[src/rtl/fire_pkg.sv]
// Shared constants, phase-to-channel table and FSM state type for the
// fire pulse scheduler.
package fire_pkg;

  localparam int NCH   = 6;
  localparam int NPH   = 6;
  localparam int CNT_W = 24;

  localparam int SLOT_CYC_DEF   = 165000;
  localparam int PULSE_CYC_DEF  = 25000;
  localparam int FB_WIN_CYC_DEF = 50000;

  localparam logic [2:0] CH_ABP = 3'd0;
  localparam logic [2:0] CH_ABN = 3'd1;
  localparam logic [2:0] CH_BCP = 3'd2;
  localparam logic [2:0] CH_BCN = 3'd3;
  localparam logic [2:0] CH_CAP = 3'd4;
  localparam logic [2:0] CH_CAN = 3'd5;

  typedef enum logic [1:0] {
    ST_IDLE  = 2'd0,
    ST_GAP   = 2'd1,
    ST_PULSE = 2'd2
  } fire_state_e;

  // Firing order: BC-, AB+, CA-, BC+, AB-, CA+
  function automatic logic [2:0] phase_ch(
    input logic [2:0] ph
  );
    case (ph)
      3'd0:    phase_ch = CH_BCN;
      3'd1:    phase_ch = CH_ABP;
      3'd2:    phase_ch = CH_CAN;
      3'd3:    phase_ch = CH_BCP;
      3'd4:    phase_ch = CH_ABN;
      3'd5:    phase_ch = CH_CAP;
      default: phase_ch = CH_BCN;
    endcase
  endfunction

  function automatic logic [NCH-1:0] phase_sel(
    input logic [2:0] ph
  );
    phase_sel = NCH'(1) << phase_ch(ph);
  endfunction

endpackage

[src/rtl/fire_fb_window.sv]
// One-channel feedback checker: rising-edge detect, acceptance window
// opened by start, sticky loss flag cleared by clr (a new loss wins).
module fire_fb_window
  import fire_pkg::*;
#(
  parameter int WIN_CYC = FB_WIN_CYC_DEF
) (
  input  logic clk,
  input  logic rst,
  input  logic start,
  input  logic fb,
  input  logic clr,
  output logic lost,
  output logic loss_set
);

  logic             fb_q;
  logic             open;
  logic             seen;
  logic [CNT_W-1:0] wcnt;
  logic             rise;
  logic             last;
  logic             hit;

  assign rise = fb & ~fb_q;
  assign hit  = rise | (seen & ~start);

  always_comb begin
    last = 1'b0;
    if (start)
      last = (WIN_CYC == 1);
    else if (open)
      last = (wcnt == CNT_W'(WIN_CYC - 1));
  end

  assign loss_set = last & ~hit;

  always_ff @(posedge clk or posedge rst) begin
    if (rst) begin
      fb_q <= 1'b0;
      open <= 1'b0;
      seen <= 1'b0;
      wcnt <= '0;
      lost <= 1'b0;
    end else begin
      fb_q <= fb;
      if (start) begin
        open <= ~last;
        wcnt <= CNT_W'(1);
        seen <= rise;
      end else if (open) begin
        open <= ~last;
        wcnt <= wcnt + 1'b1;
        seen <= seen | rise;
      end
      lost <= loss_set | (lost & ~clr);
    end
  end

endmodule

[src/rtl/fire_pulse_sched.sv]
// Six-slot fire pulse sequencer for the optical transmit board.
// Optional feedback loss checking is built with FIRE_FB_CHECK_EN.
module fire_pulse_sched
  import fire_pkg::*;
#(
  parameter int SLOT_CYC   = SLOT_CYC_DEF,
  parameter int PULSE_CYC  = PULSE_CYC_DEF,
  parameter int FB_WIN_CYC = FB_WIN_CYC_DEF
) (
  input  logic           i_clk_50M,
  input  logic           i_rst,
  input  logic           i_en,
  input  logic [NCH-1:0] i_mask,
  input  logic [NCH-1:0] i_fb,
  input  logic           i_clr,
  output logic [NCH-1:0] o_fire,
  output logic           o_busy,
  output logic [2:0]     o_phase,
  output logic [NCH-1:0] o_lost,
  output logic           o_fault
);

  if (PULSE_CYC >= SLOT_CYC || FB_WIN_CYC >= SLOT_CYC) begin : g_bad_cfg
    $error("fire_pulse_sched: PULSE_CYC and FB_WIN_CYC must be below SLOT_CYC");
  end

  localparam logic [CNT_W-1:0] GAP_LAST   = CNT_W'(SLOT_CYC - PULSE_CYC - 1);
  localparam logic [CNT_W-1:0] PULSE_LAST = CNT_W'(PULSE_CYC - 1);

  fire_state_e      state;
  fire_state_e      state_n;
  logic [CNT_W-1:0] cnt;
  logic [CNT_W-1:0] cnt_n;
  logic [2:0]       phase_n;
  logic [NCH-1:0]   fire_n;
  logic             halt;

  always_comb begin
    state_n = state;
    cnt_n   = cnt + 1'b1;
    phase_n = o_phase;
    fire_n  = '0;
    unique case (state)
      ST_IDLE: begin
        cnt_n   = '0;
        phase_n = '0;
        if (i_en && !halt)
          state_n = ST_GAP;
      end
      ST_GAP: begin
        if (!i_en) begin
          state_n = ST_IDLE;
          cnt_n   = '0;
        end else if (cnt == GAP_LAST) begin
          state_n = ST_PULSE;
          cnt_n   = '0;
          fire_n  = phase_sel(o_phase) & i_mask;
        end
      end
      ST_PULSE: begin
        fire_n = o_fire;
        if (cnt == PULSE_LAST) begin
          fire_n = '0;
          cnt_n  = '0;
          if (!i_en || halt) begin
            state_n = ST_IDLE;
          end else begin
            state_n = ST_GAP;
            phase_n = (o_phase == 3'(NPH - 1)) ? 3'd0 : o_phase + 3'd1;
          end
        end
      end
      default: state_n = ST_IDLE;
    endcase
  end

  always_ff @(posedge i_clk_50M or posedge i_rst) begin
    if (i_rst) begin
      state   <= ST_IDLE;
      cnt     <= '0;
      o_phase <= '0;
      o_fire  <= '0;
      o_busy  <= 1'b0;
    end else begin
      state   <= state_n;
      cnt     <= cnt_n;
      o_phase <= phase_n;
      o_fire  <= fire_n;
      o_busy  <= (state_n != ST_IDLE);
    end
  end

`ifdef FIRE_FB_CHECK_EN
  logic [NCH-1:0] start_d;
  logic [NCH-1:0] start_q;
  logic [NCH-1:0] loss_set;

  // Window opens in the first cycle the pulse is on the output.
  assign start_d = (state == ST_GAP && state_n == ST_PULSE) ? fire_n : '0;
  assign halt    = o_fault | (|loss_set);

  always_ff @(posedge i_clk_50M or posedge i_rst) begin
    if (i_rst) begin
      start_q <= '0;
      o_fault <= 1'b0;
    end else begin
      start_q <= start_d;
      o_fault <= (|loss_set) | (o_fault & ~i_clr);
    end
  end

  for (genvar ch = 0; ch < NCH; ch++) begin : g_fb
    fire_fb_window #(
      .WIN_CYC (FB_WIN_CYC)
    ) u_win (
      .clk      (i_clk_50M),
      .rst      (i_rst),
      .start    (start_q[ch]),
      .fb       (i_fb[ch]),
      .clr      (i_clr),
      .lost     (o_lost[ch]),
      .loss_set (loss_set[ch])
    );
  end
`else
  logic unused_fb;

  assign halt      = 1'b0;
  assign o_lost    = '0;
  assign o_fault   = 1'b0;
  assign unused_fb = ^{i_fb, i_clr};
`endif

endmodule

[config.mk]
export PLATFORM = sky130hd
export DESIGN_NAME = fire_pulse_sched
export DESIGN_NICKNAME = d
export VERILOG_FILES = /design/src/rtl/fire_pkg.sv /design/src/rtl/fire_fb_window.sv /design/src/rtl/fire_pulse_sched.sv
export SDC_FILE = /design/constraint.sdc
export NUM_CORES = 1
export LEC_CHECK = 0
export CORE_UTILIZATION = 45
export CTS_CLUSTER_SIZE = 28
export DETAILED_ROUTE_END_ITERATION = 8
export PLACE_DENSITY = 0.71
export SYNTH_ARGS = -nofsm -noshare
export SYNTH_HDL_FRONTEND = slang
export SYNTH_SLANG_ARGS = --single-unit
[constraint.sdc]
create_clock -name i_clk_50M -period 2.07 [get_ports i_clk_50M]
set_input_delay 0.207 -clock i_clk_50M [delete_from_list [all_inputs] [get_ports i_clk_50M]]
set_output_delay 0.207 -clock i_clk_50M [all_outputs]
set_load 0.005 [all_outputs]
### After elaboration in Yosys (flattened, before gate mapping)

Index checks and enable logic that the tools add are counted.

| storage, ports and cells | value |
|---|---|
| output and inout port bits | 17 |
| register bits after elaboration | 36 |

| cells by class | value |
|---|---|
| multiplexer cells | 22 |
| add/sub/neg operators | 2 |
| shift operators | 1 |
| reductions and logical operators | 4 |
| bitwise operators | 1 |
| equal/unequal tests | 11 |

Operator list:

| operator | number |
|---|---|
| $mux W24 | 3 |
| $pmux W24 S3 | 1 |
| $add A24 B1 Y24 const B | 1 |
| $eq A24 B15 Y1 const B | 1 |
| $eq A24 B18 Y1 const B | 1 |
| $mux W3 | 6 |
| $mux W6 | 3 |
| $pmux W3 S5 | 1 |
| $pmux W6 S2 | 1 |
| $mux W2 | 4 |
| $and A6 B6 Y6 | 1 |
| $eq A3 B2 Y1 const B | 2 |
| $eq A3 B3 Y1 const B | 2 |
| $pmux W2 S3 | 1 |
| $pmux W3 S2 | 1 |
| $shl A1 B3 Y6 const A | 1 |
| $ne A2 B2 Y1 const B | 2 |
| $reduce_bool A2 Y1 | 2 |
| $add A3 B1 Y3 const B | 1 |
| $eq A3 B1 Y1 const B | 1 |
| $reduce_and A3 Y1 | 1 |
| $eq A2 B1 Y1 const B | 1 |
| $eq A2 B2 Y1 const B | 1 |
| $logic_not A2 Y1 | 1 |
| $mux W1 | 1 |

### Longest topological paths before layout

| depth | value |
|---|---|
| word-level depth | 10 |
| mapped depth | 7 |

### Least setup slack after synthesis

No wires, ideal clock.

| timing path | value |
|---|---|
| kind | flip-flop to flip-flop |
| start | reg cnt[0] |
| end | reg cnt[14] |
| required time | 1.983 ns |
| setup time | 0.087 ns |
| cell stages (with the launch flop) | 7 |
| path slack | 0.103 ns |
| buffers on the path | 1 |
| clock period less this slack | 1.967 ns |
| arrival time | 1.880 ns |
| path through | dfrtp_1 -> ha_1 -> nand3_1 -> or4_1 -> buf_2 -> or3_1 -> a22oi_1 |

| on the way | value |
|---|---|
| longest elaborated chain between the ends | 4 |

RTL lines:

| element | line | text |
|---|---|---|
| start, declared | fire_pulse_sched.sv:32 | `logic [CNT_W-1:0] cnt;` |
| start signal, assigned | fire_pulse_sched.sv:86 | `cnt <= cnt_n;` |
| $add A24 B1 Y24 / $eq A24 B18 Y1 (equally long branches) | fire_pulse_sched.sv:40, fire_pulse_sched.sv:54 |  |
| $mux W24 | fire_pulse_sched.sv:54 | `end else if (cnt == GAP_LAST) begin` |
| $mux W24 | fire_pulse_sched.sv:51 | `if (!i_en) begin` |
| $pmux W24 S3 * | fire_pulse_sched.sv:43 | `unique case (state)` |
| via cnt_n[14] | fire_pulse_sched.sv:33 | `logic [CNT_W-1:0] cnt_n;` |

Mark *: on every way through the listed nets, which the timed path passes. The rest lies on a longest branch.
A chain may end at the register's enable or synchronous reset.

### Worst setup path in the final report

| timing path | value |
|---|---|
| start | reg cnt[5] |
| end | reg cnt[19] |

The elaborated chain is that of the path after synthesis.

==> flow_summary.ini <==
[route]
drt_iter0_markers = 216
routedWlPerCell_um = 15.6
route.detailed.drc = 0
postRouteAntennaNets = 0
routed_via_density = 6.03
num_vias = 1887
dr.pass1.iters = 4
totalWireLength_um = 4880

[pwr]
p_comb_frac = 0.035
power_density_nw_per_um2 = 478
power_mw = 1.23
swShare = 0.225
internal_power_mw = 0.950
ir_worst_vdd_uv = 238
seq_power_share = 0.573
p_leak_nw = 1.08
p_switching_mw = 0.275
clockPowerShare = 0.392

[status]
status = finished clean

[synthesis]
syn-instance-count = 221
postSynthAreaPerCell_um2 = 9.44
ys_async_sr_fraction = 1.00
synth.area.top_cells = dfrtp_1 43%, a22oi_1 4.3%, nand4_1 3.6%, a21oi_1 3.4%, nand3_1 3.1%
yosysSeqAreaShare = 0.432
ys_warn_count = 0
synth_edf_count = 0
synth.largest_area_cell = dfrtp_1
synth_commonest_cells = 36 x dfrtp_1, 14 x a21oi_1, 13 x nand3_1
ys.flop_type = dfrtp_1
ys_ff_latch = 36
synth.cell_area_um2 = 2090
synth_top_area_frac = 0.432
synth_cell_type_count = 44
yosysMostFrequentCell = dfrtp_1

[job]
drv_cap = 0

[worst_setup_path]
path_delay_family = simple AND/OR/NAND/NOR gates
crit_type = reg2reg
crit_fanout = 8
crit_slowest_cell = or4b_4
critical_path_buf_inv_count = 1
cp_cell_sequence = or4b_4 -> or4_4 -> o221ai_4 -> buf_6 -> a22oi_1
critPathRequiredTime_ns = 2.24
slowest_delay_ns = 0.54
crit_path_end_kind = flip-flop
critPathArrivalTime_ns = 2.17
startpoint_type = flip-flop

[clocking]
path_clk_slew_ns = 0.07
cts_made_buffers = 5
cts-root-buf = clkbuf_8
holdBufCountCts = 0
cts_tree = yes
clock_path_buffers = 2
cts.sinks = 36
htree_levels = 2
clock_latency_ns = 0.29

[die]
rows = 24
core_area_um2 = 4410
die_width_um = 70.1
initial_utilization = 0.473
dieHeight_um = 70.1
dieArea_um2 = 4910
io_pins = 33

[final_layout]
area_growth_pct = 22.8
final_cells = 313
layout-drive-gt1-share = 0.161
fin_nets = 279
diodes = 0

[timing]
slew_viol_final = 0
hold_viol = 0
min_period_ns = 2.00
timing.setup.tns_ns = 0
max_freq_mhz = 499
finalSetupViolations = 0
finClkSkew_ns = 0.00929
min_period_over_period = 0.968
rsz0062_at_grt = false

[grt]
grt_pass1_vias = 1697
antenna_found_initial = 0
grt_max_degree = 37
grt_pass1_wl_um = 8110
track_usage = 0.207
grt-ovfl-total = 0

[place]
place_hpwl_um = 3340
place.gp.congestion = 0.854
portBuffers = 18
post-place-cells = 306

[min_path]
min_path_type = in2async
==> kinds of logic after synthesis <==
family / synth area share
AND/OR/NAND/NOR: 0.239
AO/OA/AOI/OAI: 0.200
flip-flops: 0.432
buffers and inverters: 0.0743
XOR/XNOR: 0.0420
adder cells (fa/ha/maj): 0.0120
other: 0.00180
==> area by class of cell <==
cell class / count / area [um^2]
Clock buffer: 6 / 72.6
Clock inverter: 1 / 5.00
Fill cell: 409 / 1850
Inverter: 10 / 37.5
Multi-Input combinational cell: 162 / 1070
Sequential cell: 36 / 901
Tap cell: 52 / 65.1
Timing Repair Buffer: 46 / 410
==> layout by cell type (no fill, tap or decap), drive strengths merged, types with 4 or more instances in the layout <==
cell type and count:
dfrtp 36, buf 28, clkdlybuf4s50 18, a21oi 14, nand3 13, nand4 12
a22oi 12, o21ai 12, nand2 11, inv 10, or4 9, o31ai 7
conb 7, nor2 6, clkbuf 6, and3 5, xnor2 5, or3 5
xor2 5, and4 5, nor4b 4, nor2b 4
==> per-stage QoR <==
step	util	hold slack [ns]	instance area (um^2)	worst slack [ns]
final	0.580	0.321	2560	0.0672
after global routing	0.580	0.370	2560	0.00213
after detailed placement	0.557	0.531	2460	0.0338
after floorplan	-	0.341	2110	0.103
after global placement	0.557	0.517	2460	0.0680
after CTS	0.575	0.345	2540	0.0264
==> power groups by stage <==
stage	Sequential, mW	Combinational (mW)	Clock [mW]
after global placement	0.717	0.0432	0
after CTS	0.703	0.0436	0.490
after global routing	0.703	0.0485	0.526
final	0.703	0.0427	0.480
after floorplan	0.717	0.0280	0
after detailed placement	0.717	0.0434	0
==> what timing repair did <==
item                                    in CTS  in global routing
endpoints found under the setup margin       0                 18
buffers inserted                             0                  0
resized for setup                            0                  7
==> worst min-delay path, cell delays in order <==
cell and delay (ns):
clkdlybuf4s50_1 0.40, inv_1 0.05, buf_4 0.40
==> registers in the layout (all words and copies together), names as in the netlist <==
name,cells
state,2
cnt,24
o_fire,6
o_phase,3
o_busy,1
==> final timing paths <==
kind                            from   endpoint  slack, ns  cells after the start
setup reg to reg              cnt[5]    cnt[19]       0.07                      5
max in group asynchronous      i_rst     cnt[8]       1.40                      3
setup / recovery              cnt[5]    cnt[19]       0.07                      5
min in group i_clk_50M     i_mask[0]  o_fire[0]       0.46                      3
hold reg to reg            o_fire[1]  o_fire[1]       0.54                      2
hold / removal                 i_rst    cnt[20]       0.32                      3
==> layer usage <==
metal  vias to the layer above  wire length, um  track usage
met1                       917             2290        0.299
li1                        915                -            -
met3                         6              204       0.0462
met5                         -                0            0
met4                         0               46       0.0467
met2                        49             2340        0.318
Note: power is estimated with default switching activity, not from simulation.
